File: src/rtl/sap_datapath.sv
// SAP-1 datapath: PC, MAR, 16x8 RAM, IR, A, B, add/sub ALU with flags and an
// output register, joined by an 8-bit W-bus driven by the sequencer's control word.
module sap_datapath (
    input  logic       clock,
    input  logic       clear,
    input  logic       cp,
    input  logic       ep,
    input  logic       lm,
    input  logic       ce,
    input  logic       li,
    input  logic       ei,
    input  logic       la,
    input  logic       ea,
    input  logic       su,
    input  logic       eu,
    input  logic       lb,
    input  logic       lo,
    input  logic       hlt,
    input  logic       prog_we,
    input  logic [3:0] prog_addr,
    input  logic [7:0] prog_data,
    output logic [3:0] instruction,
    output logic [7:0] out_port,
    output logic [7:0] w_bus,
    output logic [3:0] pc_value,
    output logic       carry,
    output logic       zero,
    output logic       halted,
    output logic       bus_err
);

    logic [3:0] pc;
    logic [3:0] mar;
    logic [7:0] ir;
    logic [7:0] a_reg;
    logic [7:0] b_reg;
    logic [7:0] out_reg;
    logic       carry_reg;
    logic       zero_reg;
    logic       halt_reg;
    logic       err_reg;
    logic [7:0] ram [16];

    logic [8:0] alu_sum;
    logic [7:0] bus;
    logic [2:0] drivers;
    logic       run;

    // ALU: subtraction is A + ~B + 1, so bit 8 is carry (no-borrow for SUB)
    always_comb begin
        alu_sum = {1'b0, a_reg} + {1'b0, (su ? ~b_reg : b_reg)} + {8'b0, su};
    end

    // W-bus: OR of every enabled source; more than one enabled is contention
    always_comb begin
        bus = '0;
        if (ep) bus = bus | {4'h0, pc};
        if (ce) bus = bus | ram[mar];
        if (ei) bus = bus | {4'h0, ir[3:0]};
        if (ea) bus = bus | a_reg;
        if (eu) bus = bus | alu_sum[7:0];
        drivers = {2'b0, ep} + {2'b0, ce} + {2'b0, ei} + {2'b0, ea} + {2'b0, eu};
        run     = !hlt && !halt_reg;
    end

    // Programming port write; RAM contents survive clear
    always_ff @(posedge clock) begin
        if (prog_we) ram[prog_addr] <= prog_data;
    end

    // Architectural registers; halt (pending or sticky) freezes loads, PC and flags
    always_ff @(posedge clock or negedge clear) begin
        if (!clear) begin
            pc        <= '0;
            mar       <= '0;
            ir        <= '0;
            a_reg     <= '0;
            b_reg     <= '0;
            out_reg   <= '0;
            carry_reg <= 1'b0;
            zero_reg  <= 1'b0;
            halt_reg  <= 1'b0;
            err_reg   <= 1'b0;
        end else begin
            if (hlt) halt_reg <= 1'b1;
            if (drivers > 3'd1) err_reg <= 1'b1;
            if (run) begin
                if (cp) pc    <= pc + 4'd1;
                if (lm) mar   <= bus[3:0];
                if (li) ir    <= bus;
                if (la) a_reg <= bus;
                if (lb) b_reg <= bus;
                if (lo) out_reg <= bus;
                if (la && eu) begin
                    carry_reg <= alu_sum[8];
                    zero_reg  <= (alu_sum[7:0] == 8'h00);
                end
            end
        end
    end

    assign instruction = ir[7:4];
    assign out_port    = out_reg;
    assign w_bus       = bus;
    assign pc_value    = pc;
    assign carry       = carry_reg;
    assign zero        = zero_reg;
    assign halted      = halt_reg;
    assign bus_err     = err_reg;

endmodule

File: config.mk
export PLATFORM = sky130hd
export DESIGN_NAME = sap_datapath
export DESIGN_NICKNAME = d
export VERILOG_FILES = /design/src/rtl/sap_datapath.sv
export SDC_FILE = /design/constraint.sdc
export NUM_CORES = 1
export LEC_CHECK = 0
export ABC_AREA = 1
export ABC_CLOCK_PERIOD_IN_PS = 2300
export BUFFER_PORTS_ARGS = -buffer_cell sky130_fd_sc_hd__buf_2
export CAP_MARGIN = 20
export CORE_UTILIZATION = 60
export CTS_CLUSTER_SIZE = 25
export DETAILED_ROUTE_END_ITERATION = 10
export HOLD_SLACK_MARGIN = 0.06
export PLACE_DENSITY = 0.83
export SKIP_LAST_GASP = 1
export SYNTH_ARGS = -nofsm -noshare
export SYNTH_HDL_FRONTEND = slang
export SYNTH_SLANG_ARGS = --single-unit
File: constraint.sdc
create_clock -name clock -period 2.3 [get_ports clock]
set_input_delay 0.345 -clock clock [delete_from_list [all_inputs] [get_ports clock]]
set_output_delay 0.345 -clock clock [all_outputs]
set_load 0.05 [all_outputs]
==> flow_metrics.tcl <==
set metrics [dict create \
    finalHoldViolCount 0 \
    rsz0062_at_grt "true" \
    crit_fanout 5 \
    worstMarginPinSlew_ps 775 \
    num_vias 6253 \
    dp_hpwl_um 11800 \
    ys_ff_latch 172 \
    grt_pass1_wl_um 30900 \
    syn-cell-area_mm2 0.00775 \
    grt_remaining_overflow 0 \
    numCtsBuffers 17 \
    syn2layout_area_growth_pct 20.7 \
    place.gp.congestion 0.881 \
    leakage_uw 0.00415 \
    drive_gt1_share_pct 20.6 \
    worstSetupStartpointType "flip-flop" \
    ir_worst_vdd_mv 0.653 \
    start_util_pct 61.4 \
    synth-main-ff-cell "edfxtp_1" \
    ys_async_sr_fraction_pct 25.6 \
    largest_reg_flops 128 \
    crit_slowest_cell "ha_1" \
    final_area_mm2 0.00935 \
    insertedDiodeCount 0 \
    final_nets 918 \
    fin_skew_ps 10.2 \
    status "complete, but fails checks" \
    drc_errors 0 \
    setup_tns_ps -2200 \
    critical_path_class "flip-flop to output port" \
    drtPass1Iterations 8 \
    cp_common_cell "nand2_1" \
    clock-root-buffer "clkbuf_16" \
    antenna_found_initial 0 \
    rows 41 \
    drv_cap 0 \
    track_usage_pct 32.1 \
    slowest_delay_ps 420 \
    cts_tree "done" \
    drtIter0Drc 703 \
    r2r_cells 13 \
    cp.required_ps 1960 \
    top_register "ram" \
    slew_viol_final 0 \
    hold_path_depth 3 \
    placed_area_mm2 0.00838 \
    setup_ws_ps -354 \
    layout_min_cycle_time_ps 2650 \
    fin_crit_sh_pct 115 \
    yosysSeqAreaShare_pct 63.8 \
    htree_num_levels 4 \
    detail_route.wirelength_um 20500 \
    n_fill_cell 784 \
    clock_sinks 172 \
    ctsLongestPathBuffers 2 \
    drtAntennaViolNets 0 \
    drt-wirelength-per-cell_um 19.2 \
    synthesis.nets 819 \
    dieArea_mm2 0.0134 \
    coreArea_mm2 0.0126 \
    grt_max_degree 29 \
    port_buffers 55 \
    avgSynthCellArea_um2 9.93 \
    clkTransAtPathRegs_ps 70 \
    power.density_mw_per_mm2 861 \
    die_x_um 116 \
    first_global_vias 5907 \
    violations "setup timing" \
    maxSlewHeadroom_pct 48.1 \
    ios 56 \
    crit_arrival_ps 2310 \
    fp.dieH_um 116 \
    setup-violations-final 8 \
    synth_edf_count 128 \
    ys.warnings.count 0 \
    ys_types 32 \
    endpoint_kind "output port" \
    min_path_type "input pin to flip-flop" \
    syn-instance-count 780 \
    path_cells "xor2_1, ha_1, nand2_2, nor2_2, nand2_1, nand3_1, nand2_1, nand3_1, nand2_1, inv_1, nand2_2, buf_8" \
    clk_latency_ps 430 \
    via_per_inst 5.88 \
    fmax_ghz 0.377 \
]
-- layout make-up --
| type | count | area, µm² | share of cell area, % |
|---|---|---|---|
| inverters | 59 | 224 | 2.39 |
| multi-input cells | 517 | 2530 | 27.1 |
| well taps | 172 | 215 | 2.30 |
| clock inverters | 12 | 75.1 | 0.803 |
| clock buffers | 20 | 437 | 4.67 |
| flip-flops and latches | 172 | 4950 | 52.9 |
| repair buffers | 112 | 922 | 9.86 |
-- path summary, 6_finish.rpt --
kind | from | endpoint | slack [ps]
worst max-delay path | b_reg[3] | w_bus[5] | -350
min in group asynchronous | clear | halted | 450
max in group asynchronous | clear | ir[4] | 1170
worst min register to register | bus_err | bus_err | 470
worst min-delay path | hlt | halted | 160
worst max register to register | b_reg[1] | a_reg[4] | 90
-- placed cells by master (no fill, tap or decap), types with 6 or more instances in the layout --
master | Yosys | routed
clkbuf_16 | 0 | 17
buf_2 | 14 | 47
nand3_1 | 70 | 66
nor2_1 | 102 | 98
nand2_1 | 245 | 239
dfrtp_1 | 44 | 43
o21ai_1 | 6 | 6
xor2_1 | 9 | 6
edfxtp_1 | 128 | 128
nand3_2 | 2 | 6
buf_4 | 8 | 47
o21ai_0 | 33 | 26
nand2_2 | 7 | 12
buf_8 | 0 | 6
ha_1 | 9 | 8
inv_1 | 57 | 53
-- stage by stage --
| step | utilization [%] | worst slack, ps | total power [µW] | instances | hold slack, ps |
|---|---|---|---|---|---|
| detailed placement | 66.4 | -144 | 5110 | 1015 | 343 |
| CTS | 73.2 | -235 | 7850 | 1061 | 160 |
| global route | 74.1 | -453 | 8310 | 1064 | 166 |
| finish | 74.1 | -354 | 8050 | 1064 | 162 |
| global placement | 66.4 | -30.5 | 5070 | 1015 | 335 |
| floorplan | - | 125 | 4610 | 780 | 49.4 |
-- what timing repair did --
action,CTS,global route
hold buffers,1,0
pin swaps,12,14
resized for setup,49,24
cloned,4,0
endpoints found under the setup margin,8,8
hold endpoints to repair,22,0
setup buffers,9,3
-- where the power goes --
group	internal, µW	switching (µW)
Combinational	740	1230
Sequential	3460	85.7
Clock	1370	1160
Total	5570	2480
-- worst max-delay path, delay by kind of cell (launching register included) --
kind                       cells  cell delay [ps]
DFF                            1              380
and+or+nand+nor                8              670
buffers and inverters          2              240
xor gates and xnor gates       1              160
adders and majority gates      1              420
-- synth_stat cells, drive strengths merged (2+ instances only) --
cell type / number / area, µm²
edfxtp: 128 / 3840
o21ai: 39 / 195
dfrtp: 44 / 1100
nand3b: 3 / 22.5
xor2: 9 / 78.8
ha: 9 / 113
nand4: 4 / 25.0
clkbuf: 6 / 22.5
buf: 26 / 175
o211ai: 5 / 37.5
nand2: 252 / 963
fa: 2 / 40.0
nand3: 72 / 370
a21oi: 6 / 30.0
xnor2: 4 / 35.0
inv: 58 / 220
a22o: 3 / 26.3
nor2: 103 / 394
-- layer usage --
metal / part of all wire, % / up-vias / track usage (%)
met4: 4.1 / 0 / 15.3
li1: - / 2767 / -
met2: 48 / 496 / 51.7
met1: 36 / 2908 / 40.6
met5: 0 / - / 0
met3: 12 / 82 / 8.94
-- kinds of logic (layout without fill, tap and decap cells) --
group                      count (synthesis)  in the layout  share of synthesized area (%)
adders and majority gates                 11             11                           1.97
xor gates and xnor gates                  13             13                           1.47
AOI/OAI and AO/OA                         56             56                           4.09
and+or+nand+nor                          436            436                           23.1
DFF                                      172            172                           63.8
muxes                                      1              1                          0.145
buffers and inverters                     91            203                           5.44
Power figures use the tool's default switching activity.
